$ cat config.mk
export PLATFORM = sky130hd
export DESIGN_NAME = bus_cycle_controller_flat
export DESIGN_NICKNAME = d
export VERILOG_FILES = /design/src/rtl/bus_cycle_controller_pkg.sv /design/src/rtl/bus_cycle_controller_if.sv /design/src/rtl/bus_cycle_controller_wait_state_counter.sv /design/src/rtl/bus_cycle_controller.sv /design/src/flat_wrapper.sv
export SDC_FILE = /design/constraint.sdc
export NUM_CORES = 1
export LEC_CHECK = 0
export BUFFER_PORTS_ARGS = -buffer_cell sky130_fd_sc_hd__buf_2
export CAP_MARGIN = 20
export CORE_AREA = 2 2 39 41
export CTS_CLUSTER_DIAMETER = 200
export DETAILED_ROUTE_END_ITERATION = 10
export DIE_AREA = 0 0 41 43
export PLACE_DENSITY = 0.69
export SLEW_MARGIN = 10
export SYNTH_ARGS = -nofsm -noshare
export SYNTH_HDL_FRONTEND = slang
export SYNTH_SLANG_ARGS = --single-unit
$ cat constraint.sdc
create_clock -name clk4 -period 2.3 [get_ports clk4]
set_input_delay 0.23 -clock clk4 [delete_from_list [all_inputs] [get_ports clk4]]
set_output_delay 0.23 -clock clk4 [all_outputs]
set_load 0.05 [all_outputs]
$ cat src/rtl/bus_cycle_controller_pkg.sv
// Shared definitions for the bus cycle controller: FSM state encodings,
// cycle-type codes, counter width and the strobe decode helper.
package bus_cycle_controller_pkg;

  localparam int WS_BITS     = 4;
  localparam int NUM_STROBES = 4;

  typedef enum logic [1:0] {
    IDLE    = 2'b00,
    STROBE  = 2'b01,
    RELEASE = 2'b10
  } bus_state_t;

  // Bit 1 selects I/O space, bit 0 selects write; also the strobe vector index.
  typedef enum logic [1:0] {
    MEMRD = 2'b00,
    MEMWR = 2'b01,
    IORD  = 2'b10,
    IOWR  = 2'b11
  } cycle_type_t;

  function automatic logic [NUM_STROBES-1:0] strobe_pattern(input cycle_type_t cyc);
    logic [NUM_STROBES-1:0] pattern;
    pattern = '1;
    pattern[cyc] = 1'b0;
    return pattern;
  endfunction

  function automatic logic is_mem_cycle(input cycle_type_t cyc);
    return (cyc == MEMRD) || (cyc == MEMWR);
  endfunction

endpackage

$ cat src/rtl/bus_cycle_controller_if.sv
// Sequencer request fields and system-bus strobes seen by the bus cycle controller.
// The controller connects through the master modport; the sequencer/bus side uses slave.
interface bus_cycle_controller_if;

  logic nmem;
  logic nio;
  logic nr;
  logic nwen;
  logic nhalt;
  logic nwaitext;

  logic nmemrd;
  logic nmemwr;
  logic niord;
  logic niowr;
  logic nws;
  logic nbuserr;
  logic busy;

  modport master (
    input  nmem, nio, nr, nwen, nhalt, nwaitext,
    output nmemrd, nmemwr, niord, niowr, nws, nbuserr, busy
  );

  modport slave (
    output nmem, nio, nr, nwen, nhalt, nwaitext,
    input  nmemrd, nmemwr, niord, niowr, nws, nbuserr, busy
  );

endinterface

$ cat src/rtl/bus_cycle_controller_wait_state_counter.sv
// Loadable down-counter with a zero flag; stops at zero.
// Used for wait states and, when enabled, for the bus timeout.
module wait_state_counter
  import bus_cycle_controller_pkg::*;
#(
  parameter int WIDTH = WS_BITS
) (
  input  logic             clk4,
  input  logic             reset,
  input  logic             load,
  input  logic [WIDTH-1:0] load_value,
  input  logic             dec,
  output logic             zero
);

  logic [WIDTH-1:0] count_reg;

  always_ff @(posedge clk4) begin
    if (reset) begin
      count_reg <= '0;
    end else if (load) begin
      count_reg <= load_value;
    end else if (dec && (count_reg != '0)) begin
      count_reg <= count_reg - WIDTH'(1);
    end
  end

  assign zero = (count_reg == '0);

endmodule

$ cat src/rtl/bus_cycle_controller.sv
// Turns decoded sequencer bus fields into timed memory/I-O strobes with wait states.
// Optional bus timeout on stuck nwaitext: define BUS_TIMEOUT_EN.
module bus_cycle_controller
  import bus_cycle_controller_pkg::*;
#(
  parameter int MEM_WS  = 0,
  parameter int IO_WS   = 2,
  parameter int TIMEOUT = 64
) (
  input  logic                   clk4,
  input  logic                   reset,
  bus_cycle_controller_if.master bus
);

  if ((MEM_WS < 0) || (MEM_WS > 15) || (IO_WS < 0) || (IO_WS > 15) || (TIMEOUT < 1)) begin : g_param_check
    $error("bus_cycle_controller: wait states must be 0..15 and TIMEOUT >= 1");
  end

  bus_state_t              state_reg, state_next;
  logic [NUM_STROBES-1:0]  strobe_n_reg, strobe_n_next;
  logic                    nws_reg, nws_next;
  logic                    nbuserr_reg, nbuserr_next;
  logic                    busy_reg, busy_next;

  logic                    req_valid;
  logic                    req_illegal;
  cycle_type_t             req_type;

  logic                    ws_load;
  logic                    ws_dec;
  logic                    ws_zero;
  logic [WS_BITS-1:0]      ws_load_value;

  assign req_valid   = (bus.nmem ^ bus.nio) & (bus.nr ^ bus.nwen);
  assign req_illegal = (~bus.nmem & ~bus.nio) | ((bus.nmem ^ bus.nio) & ~bus.nr & ~bus.nwen);
  // Only meaningful when req_valid: nio low means I/O space, nr high means write.
  assign req_type    = cycle_type_t'({~bus.nio, bus.nr});

  assign ws_load_value = is_mem_cycle(req_type) ? WS_BITS'(MEM_WS) : WS_BITS'(IO_WS);

  wait_state_counter #(
    .WIDTH (WS_BITS)
  ) u_wait_state_counter (
    .clk4       (clk4),
    .reset      (reset),
    .load       (ws_load),
    .load_value (ws_load_value),
    .dec        (ws_dec),
    .zero       (ws_zero)
  );

`ifdef BUS_TIMEOUT_EN
  localparam int TO_BITS = (TIMEOUT > 2) ? $clog2(TIMEOUT) : 1;

  logic to_load;
  logic to_dec;
  logic to_zero;

  // Loaded with TIMEOUT-1 so the TIMEOUT-th stalled edge sees zero and releases.
  wait_state_counter #(
    .WIDTH (TO_BITS)
  ) u_timeout_counter (
    .clk4       (clk4),
    .reset      (reset),
    .load       (to_load),
    .load_value (TO_BITS'(TIMEOUT - 1)),
    .dec        (to_dec),
    .zero       (to_zero)
  );
`endif

  always_ff @(posedge clk4) begin
    if (reset) begin
      state_reg    <= IDLE;
      strobe_n_reg <= '1;
      nws_reg      <= 1'b1;
      nbuserr_reg  <= 1'b1;
      busy_reg     <= 1'b0;
    end else begin
      state_reg    <= state_next;
      strobe_n_reg <= strobe_n_next;
      nws_reg      <= nws_next;
      nbuserr_reg  <= nbuserr_next;
      busy_reg     <= busy_next;
    end
  end

  always_comb begin
    state_next    = state_reg;
    strobe_n_next = strobe_n_reg;
    nws_next      = nws_reg;
    nbuserr_next  = 1'b1;
    busy_next     = busy_reg;
    ws_load       = 1'b0;
    ws_dec        = 1'b0;
`ifdef BUS_TIMEOUT_EN
    to_load       = 1'b0;
    to_dec        = 1'b0;
`endif

    case (state_reg)
      IDLE, RELEASE: begin
        if (bus.nhalt && req_valid) begin
          state_next    = STROBE;
          strobe_n_next = strobe_pattern(req_type);
          nws_next      = 1'b0;
          busy_next     = 1'b1;
          ws_load       = 1'b1;
`ifdef BUS_TIMEOUT_EN
          to_load       = 1'b1;
`endif
        end else begin
          state_next    = IDLE;
          strobe_n_next = '1;
          nws_next      = 1'b1;
          busy_next     = 1'b0;
          nbuserr_next  = ~(bus.nhalt & req_illegal);
        end
      end

      STROBE: begin
        if (!ws_zero) begin
          ws_dec = 1'b1;
        end else if (bus.nwaitext) begin
          state_next    = RELEASE;
          strobe_n_next = '1;
          nws_next      = 1'b1;
          busy_next     = 1'b0;
        end
`ifdef BUS_TIMEOUT_EN
        else if (to_zero) begin
          state_next    = RELEASE;
          strobe_n_next = '1;
          nws_next      = 1'b1;
          busy_next     = 1'b0;
          nbuserr_next  = 1'b0;
        end else begin
          to_dec = 1'b1;
        end
`endif
      end

      default: begin
        state_next    = IDLE;
        strobe_n_next = '1;
        nws_next      = 1'b1;
        busy_next     = 1'b0;
      end
    endcase
  end

  assign bus.nmemrd  = strobe_n_reg[MEMRD];
  assign bus.nmemwr  = strobe_n_reg[MEMWR];
  assign bus.niord   = strobe_n_reg[IORD];
  assign bus.niowr   = strobe_n_reg[IOWR];
  assign bus.nws     = nws_reg;
  assign bus.nbuserr = nbuserr_reg;
  assign bus.busy    = busy_reg;

endmodule

$ cat src/flat_wrapper.sv
// flat-port wrapper written by rule: the top's interface ports become plain ports
module bus_cycle_controller_flat import bus_cycle_controller_pkg::*;
#(
  parameter int MEM_WS  = 0,
  parameter int IO_WS   = 2,
  parameter int TIMEOUT = 64
)
  (clk4, reset, bus_nmem, bus_nio, bus_nr, bus_nwen, bus_nhalt, bus_nwaitext, bus_nmemrd, bus_nmemwr, bus_niord, bus_niowr, bus_nws, bus_nbuserr, bus_busy);
  bus_cycle_controller_if bus_i ();
  input  logic clk4;
  input  logic reset;
  input wire logic [$bits(bus_i.nmem)-1:0] bus_nmem;
  input wire logic [$bits(bus_i.nio)-1:0] bus_nio;
  input wire logic [$bits(bus_i.nr)-1:0] bus_nr;
  input wire logic [$bits(bus_i.nwen)-1:0] bus_nwen;
  input wire logic [$bits(bus_i.nhalt)-1:0] bus_nhalt;
  input wire logic [$bits(bus_i.nwaitext)-1:0] bus_nwaitext;
  output wire logic [$bits(bus_i.nmemrd)-1:0] bus_nmemrd;
  output wire logic [$bits(bus_i.nmemwr)-1:0] bus_nmemwr;
  output wire logic [$bits(bus_i.niord)-1:0] bus_niord;
  output wire logic [$bits(bus_i.niowr)-1:0] bus_niowr;
  output wire logic [$bits(bus_i.nws)-1:0] bus_nws;
  output wire logic [$bits(bus_i.nbuserr)-1:0] bus_nbuserr;
  output wire logic [$bits(bus_i.busy)-1:0] bus_busy;
  assign bus_i.nmem = bus_nmem;
  assign bus_i.nio = bus_nio;
  assign bus_i.nr = bus_nr;
  assign bus_i.nwen = bus_nwen;
  assign bus_i.nhalt = bus_nhalt;
  assign bus_i.nwaitext = bus_nwaitext;
  assign bus_nmemrd = bus_i.nmemrd;
  assign bus_nmemwr = bus_i.nmemwr;
  assign bus_niord = bus_i.niord;
  assign bus_niowr = bus_i.niowr;
  assign bus_nws = bus_i.nws;
  assign bus_nbuserr = bus_i.nbuserr;
  assign bus_busy = bus_i.busy;
  bus_cycle_controller #(.MEM_WS(MEM_WS), .IO_WS(IO_WS), .TIMEOUT(TIMEOUT)) u_core (.clk4(clk4), .reset(reset), .bus(bus_i));
endmodule
; ---- Yosys cells after proc, flatten, opt, wreduce, memory -nomap -nowiden
; Index checks and enable logic that the tools add are counted.
[totals]
out_inout_bits = 7
register_bits = 13
input_bits = 8
wordCells = 65
[classes]
reduce_logical = 12
eq_ne = 5
n_bitwise = 15
addsub = 1
magnitude_cmp = 2
n_mux = 24
[ops]
columns = cell, n
row1 = 4-bit two-way mux, 5
row2 = 1-bit two-way mux, 11
row3 = 4-bit one-hot mux with 2 select lines, 1
row4 = 2-bit two-way mux, 3
row5 = 1-bit NOT, 6
row6 = 1-bit bitwise AND, 5
row7 = "2-bit by 1-bit == test with 1-bit output, second input constant", 2
row8 = 2-bit logical NOT, 2
row9 = 4-bit logical NOT, 1
row10 = 4-bit NOT, 1
row11 = 1-bit one-hot mux with 2 select lines, 2
row12 = 2-bit one-hot mux with 2 select lines, 1
row13 = 4-bit nonzero test, 1
row14 = "4-bit by 1-bit subtractor with 4-bit output, second input constant", 1
row15 = 1-bit logical AND, 3
row16 = "2-bit by 3-bit less-than comparator with 1-bit output, second input constant", 1
row17 = 3-bit OR reduction, 1
row18 = 1-bit demux with 2-bit select, 1
row19 = "2-bit == test, second input constant", 1
row20 = "2-bit by 1-bit greater-or-equal comparator with 1-bit output, second input constant", 1
row21 = "2-bit by 1-bit inequality test with 1-bit output, second input constant", 1
row22 = "2-bit inequality test, second input constant", 1
row23 = 2-bit AND reduction, 1
row24 = 2-bit nonzero test, 1
row25 = 4 further kinds, 5

; ---- Depth between registers and ports, before layout
; Gate-level depths: netlist of run 1.
[depth]
word_depth = 8
ltp_mapped = 5

; ---- Modules after synthesis
; From an unflattened synthesis of run 1, not the netlist that was laid out.
[unflattened]
cells_unflattened = 65
area_unflattened_um2 = 606.8
[by_module_without_submodules]
columns = module, instances, cells_per_inst, area_each_um2, seq_area_each_um2
row1 = bus_cycle_controller, 1, 36, 344.1, 160.2
row2 = wait_state_counter, 1, 29, 262.8, 80.1

; ---- Worst setup path before layout of run 1
; OpenSTA, ideal clock, no wires.
[synth_path]
kind = register to register
startpoint = reg u_core.bus.busy (netlist name)
endpoint = reg u_core.u_wait_state_counter.count_reg[3]
slack_ns = 0.756
setup_time_ns = 0.070
period_less_slack_ns = 1.544
arrival_ns = 1.474
t_required_ns = 2.230
stages_incl_launch_ff = 5
n_path_buf = 1
path_cell_list = dfxtp_1 nand2b_1 buf_4 or4_1 a21oi_1
[synth_rtl]
columns = element, line
row1 = end signal: assignment, bus_cycle_controller_wait_state_counter.sv:22  ; count_reg <= load_value;
row2 = end signal: assignment, bus_cycle_controller_wait_state_counter.sv:24  ; count_reg <= count_reg - WIDTH'(1);
row3 = end: declaration, bus_cycle_controller_wait_state_counter.sv:16  ; logic [WIDTH-1:0] count_reg;

; ---- Worst setup path in the final report of run 1
[layout_path]
startpoint = reg u_core.u_wait_state_counter.count_reg[0]
endpoint = reg u_core.u_wait_state_counter.count_reg[1]
[layout_between]
elab_chain_cells = 5
word_cells_on_any_way = 9
[layout_rtl]
columns = element
row1 = branches (longest 5 deep; another with 4-bit by 1-bit subtractor with 4-bit output)
; Several ways; the timed one is not identified. The select of a mux whose other input is x is not followed.
; A chain may end at the register's enable or synchronous reset.

==> summary.txt, run 1 <==
Yosys
  • Cells after Synth: 66
  • Mapped Area: 611 um2
  • Register area share after synthesis: 0.393
  • Yosys reg bits: 12
  • Average instance area after synthesis: 9.25 um2
  • Warnings, synthesis: 0
  • Syn Nets: 77
  • Top FF cell, synth: dfxtp_1
  • FFs w/ async S/R, synth: 0
  • EDFF count, synth: 0
  • Library cells used by synthesis: 30

Setup path
  • Critical Path Stages: 5
  • Worst setup path startpoint: u_core.u_wait_state_counter.count_reg[0]
  • Worst setup path class: flop to flop
  • R2r endpoint: u_core.u_wait_state_counter.count_reg[1]
  • R2r setup slk: 0.77 ns
  • Cell Chain, Critical Path: inv_1 -> ha_1 -> or3b_1 -> and3_1 -> o31ai_1
  • Worst r2r src: u_core.u_wait_state_counter.count_reg[0]
  • Worst-case reg-to-reg path depth: 5
  • Worst path max stage delay: 0.42 ns
  • Crit-path slowest cell: or3b_1
  • CP top delay family: simple AND/OR/NAND/NOR gates
  • Crit path to: u_core.u_wait_state_counter.count_reg[1]
  • Critical Path AT: 1.71 ns
  • Worst Path Buf+Inv: 1
  • CP startpoint kind: flop
  • WP data required: 2.48 ns
  • Critical Path End Type: flop
  • Maximum fanout along the worst path: 5

Clocking
  • CTS tree: yes
  • CTS root buffer: clkbuf_4
  • Cts hold-fix bufs: 0
  • Clock tree buffer depth: 2
  • Clk_lat worst skew: 0.27 ns
  • Post CTS Setup Buffer Count: 0
  • CTS sink count: 12
  • Post-CTS Resized: 0
  • H-tree depth: 1
  • CTS clock-pin slew for the worst setup and hold paths: 0.07 ns
  • Clock buffer count from CTS: 3

Drt
  • Vias: 523
  • Metal2 WL: 524 um
  • Routed Antenna Nets: 0
  • Wire per inst: 12.6 um
  • Top Layer Used: met4
  • DRT Pass-1 Iters: 4
  • # DRC: 0
  • Met3 WL post-DR: 51 um
  • Wl on met1: 616 um
  • DRT Wirelength: 1210 um
  • Vias/cell: 5.45
  • Initial DRC Count: 7

STA
  • Max Slew Vio Count: 0
  • Post-route clock period utilization: 0.664
  • # setup viols final: 0
  • RSZ-0062 raised after global routing: false
  • Worst slew margin: 0.772
  • Least-Margin Pin Slew: 0.342 ns
  • Max Clock Skew: 0.00338 ns
  • F_max: 0.655 GHz
  • Final setup TNS: 0 ns
  • Final setup margin: 0.773 ns
  • Tmin final: 1.53 ns
  • Final Hold Fails: 0

Placement
  • Setup WS pre-CTS: 0.726 ns
  • Count of input and output buffers: 14
  • Gpl congestion: 0.750
  • Post-DP HPWL: 860 um

GRT
  • Aggregate global routing overflow: 0
  • Pin count of the biggest net entering global routing: 11
  • First-pass GRT wire length: 2040 um
  • Antenna violations before repair: 0
  • Vias in the first global route: 486
  • GRT Overall Usage: 0.180

Finish
  • # diodes: 0
  • Register area: 240 um2
  • Nets@finish: 93
  • Commonest cells after routing, fill and taps aside: buf_2, dfxtp_1, inv_1, o21bai_1, nor3_1
  • Synthesis-to-layout area growth: 14.8%
  • Ratio of cells with drive above 1 in the final layout: 0.238
  • Fill cell count: 140
  • Most common cell after layout, fill and taps aside: buf_2
  • Combined area of the multi-input logic cells: 329 um2

Die
  • Die area: 1760 um2
  • Number of cell rows: 14
  • Starting Density: 0.441
  • Die X-Extent: 41 um
  • I/O pins: 15
  • Core area: 1380 um2
  • DIE HEIGHT: 43 um

Power
  • Leakage power: 0.287 nW
  • Overall power: 415 uW
  • Worst vdd ir: 261 uV
  • Cell area power density: 593 nW/um2

Run
  • Max-Cap Viols: 0

Min path
  • Tightest Hold Check Type: input port to flop

Status
  • Outcome: finished, final reports clean
==> cells in the mapped netlist, types with 2 or more instances <==
cell type	n	area share
ha_1	3	0.061
a31oi_1	2	0.020
nor4_1	2	0.020
inv_1	5	0.031
o21bai_1	5	0.061
nand2_1	2	0.012
dfxtp_1	12	0.39
buf_4	3	0.037
nand2b_1	2	0.020
nor3b_1	2	0.025
or4_1	2	0.025
nor2_1	2	0.012
nor3_1	5	0.041
a21oi_1	3	0.025
==> through the flow <==
step                      hold slack [ns]  area (um2)  cells   util
final                               0.196         701     96  0.506
after CTS                           0.189         701     96  0.506
after global routing                0.201         701     96  0.506
after detailed placement            0.467         678     93  0.490
after global placement              0.460         678     93  0.490
after floorplan                     0.319         611     66      -
==> kinds of logic (layout without fill, tap and decap cells) <==
group / count (synthesis) / count (layout) / synth area share
DFF: 12 / 12 / 0.393
AOI/OAI and AO/OA: 17 / 17 / 0.195
xor gates and xnor gates: 1 / 1 / 0.0266
adders and majority gates: 3 / 3 / 0.0615
and+or+nand+nor: 25 / 25 / 0.256
buffers and inverters: 8 / 22 / 0.0676
==> worst min-delay path by stage <==
stage                     startpoint                  to  slack (ns)  cells after the start
after floorplan            bus_nhalt  u_core.bus.nbuserr        0.32                      1
after global placement     bus_nhalt  u_core.bus.nbuserr        0.46                      2
after detailed placement   bus_nhalt  u_core.bus.nbuserr        0.47                      2
after CTS                  bus_nhalt  u_core.bus.nbuserr        0.19                      2
after global routing       bus_nhalt  u_core.bus.nbuserr        0.20                      2
final                      bus_nhalt  u_core.bus.nbuserr        0.20                      2
==> layout make-up <==
class	count	share of cell area
clock buffer	3	0.0321
timing repair buffer	14	0.100
inverter	5	0.0268
tap	16	0.0286
sequential	12	0.343
multi-input combinational	46	0.470
==> where the power goes <==
group          total (mW)  internal (mW)  switching (mW)
clock network       0.127         0.0605          0.0665
registers           0.216          0.213         0.00335
logic              0.0723         0.0254          0.0469
==> routing by layer <==
metal / global-route usage / up-vias
li1: - / 275
met1: 0.236 / 234
met2: 0.238 / 12
met3: 0.0628 / 2
met4: 0.120 / 0
met5: 0 / -
(Power assumes the default switching activity.)
==> run 2: changes to the inputs <==
- CORE_AREA: 2 2 39 41 -> default
- CORE_UTILIZATION: default -> 44
- DIE_AREA: 0 0 41 43 -> default
- clock period: 2.3 -> 1.3 ns (I/O delays scaled with it)
==> summary.txt, run 2 (same netlist as run 1, synthesis figures left out) <==
Placement
  • Gpl congestion: 0.788
  • Count of input and output buffers: 14
  • Post-DP HPWL: 952 um
  • Cells after DPL: 101
  • Setup WS pre-CTS: -0.0576 ns
  • Dpl cell area: 768 um2

Die
  • I/O pins: 15
  • Number of cell rows: 13
  • Die X-Extent: 39.3 um
  • Core area: 1300 um2
  • Starting Density: 0.469
  • Die area: 1540 um2
  • DIE HEIGHT: 39.3 um

STA
  • Max Slew Vio Count: 0
  • # setup viols final: 1
  • Final Hold Fails: 0
  • Tmin final: 1.35 ns
  • Post-route clock period utilization: 1.04
  • Final setup margin: -0.0477 ns
  • Least-Margin Pin Slew: 0.425 ns
  • Max Clock Skew: 0.00151 ns
  • F_max: 0.742 GHz
  • Worst slew margin: 0.716
  • Final setup TNS: -0.0477 ns
  • RSZ-0062 raised after global routing: true

Drt
  • Wire per inst: 12.2 um
  • Initial DRC Count: 8
  • Routed Antenna Nets: 0
  • Vias: 567
  • Vias/cell: 5.40
  • # DRC: 0
  • DRT Pass-1 Iters: 3
  • DRT Wirelength: 1280 um

GRT
  • Pin count of the biggest net entering global routing: 11
  • Vias in the first global route: 480
  • First-pass GRT wire length: 1980 um
  • Aggregate global routing overflow: 0
  • GRT Overall Usage: 0.200
  • Antenna violations before repair: 0

Setup path
  • Crit-path slowest cell: or3b_4
  • Critical Path End Type: flop
  • Worst path max stage delay: 0.40 ns
  • Worst setup path class: flop to flop
  • Worst Path Buf+Inv: 1
  • Cell Chain, Critical Path: inv_2 -> ha_4 -> or3b_4 -> and3_4 -> o31ai_1
  • CP startpoint kind: flop
  • CP top delay family: simple AND/OR/NAND/NOR gates
  • Maximum fanout along the worst path: 5
  • Critical Path AT: 1.54 ns
  • WP data required: 1.49 ns

Power
  • Leakage power: 0.334 nW
  • Cell area power density: 1050 nW/um2
  • Worst vdd ir: 596 uV

Finish
  • Finished Layout Cells: 105
  • # diodes: 0
  • Final Cell Area: 817 um2
  • Most common cell after layout, fill and taps aside: buf_2
  • Ratio of cells with drive above 1 in the final layout: 0.422
  • Commonest cells after routing, fill and taps aside: buf_2, dfxtp_1, buf_4
  • Nets@finish: 102
  • Synthesis-to-layout area growth: 33.8%
  • Fill cell count: 118

Clocking
  • Clock buffer count from CTS: 3
  • CTS clock-pin slew for the worst setup and hold paths: 0.08 ns
  • CTS root buffer: clkbuf_4
  • Post CTS Setup Buffer Count: 0
  • CTS tree: yes
  • CTS sink count: 12
  • H-tree depth: 1
  • Clk_lat worst skew: 0.28 ns
  • Clock tree buffer depth: 2

Status
  • Outcome: finished, violations left
  • Violated checks: negative setup slack

Min path
  • Tightest Hold Check Type: input port to flop

Run
  • Max-Cap Viols: 0
==> run 2: cell types whose count changed in the layout (fill, tap and decap cells not counted), moves of 2 or more <==
cell / change
buf_4: +9
inv_2: +2
dfxtp_1: -2
inv_1: -2
==> run 2: routing by layer <==
metal,GRT usage,wire length [um],up-vias
met4,0.103,26,0
met3,0.0682,42,5
met5,0,0,-
met2,0.308,547,12
li1,-,-,295
met1,0.244,661,255
==> run 2: cell type report <==
class / instances / area, um2 / share of cell area
Clock buffer: 4 / 36.3 / 0.0444
Sequential cell: 12 / 245 / 0.300
Tap cell: 15 / 18.8 / 0.0230
Multi-Input combinational cell: 46 / 360 / 0.441
Timing Repair Buffer: 23 / 138 / 0.168
Inverter: 5 / 18.8 / 0.0230
==> run 2: report_power, final <==
part,leakage (nW),total [mW],internal (mW),switching (mW)
clock,0.0210,0.309,0.170,0.138
sequential,0.0985,0.382,0.376,0.00601
combinational,0.215,0.166,0.0729,0.0927
total,0.334,0.856,0.619,0.237
==> run 2: worst paths after layout <==
kind,from,to,slack (ns),cells after the start
setup / recovery,u_core.u_wait_state_counter.count_reg[0],u_core.u_wait_state_counter.count_reg[1],-0.05,5
hold / removal,bus_nhalt,u_core.bus.nbuserr,0.07,2
setup reg to reg,u_core.u_wait_state_counter.count_reg[0],u_core.u_wait_state_counter.count_reg[1],-0.05,5
hold reg to reg,u_core.u_wait_state_counter.count_reg[3],u_core.u_wait_state_counter.count_reg[3],0.51,2
==> run 2: timing repair <==
action,CTS,global route
gates resized for setup,2,1
hold buffers,0,0
endpoints found under the setup margin,3,5
pin swaps,0,1
hold endpoints to repair,0,0
==> run 2: stage by stage <==
step	hold slack, ns	util	total power, mW
after global placement	0.349	0.590	0.549
after CTS	0.0672	0.622	0.859
after detailed placement	0.362	0.590	0.552
after global routing	0.0820	0.628	0.894
final	0.0696	0.628	0.856
after floorplan	0.219	-	0.493
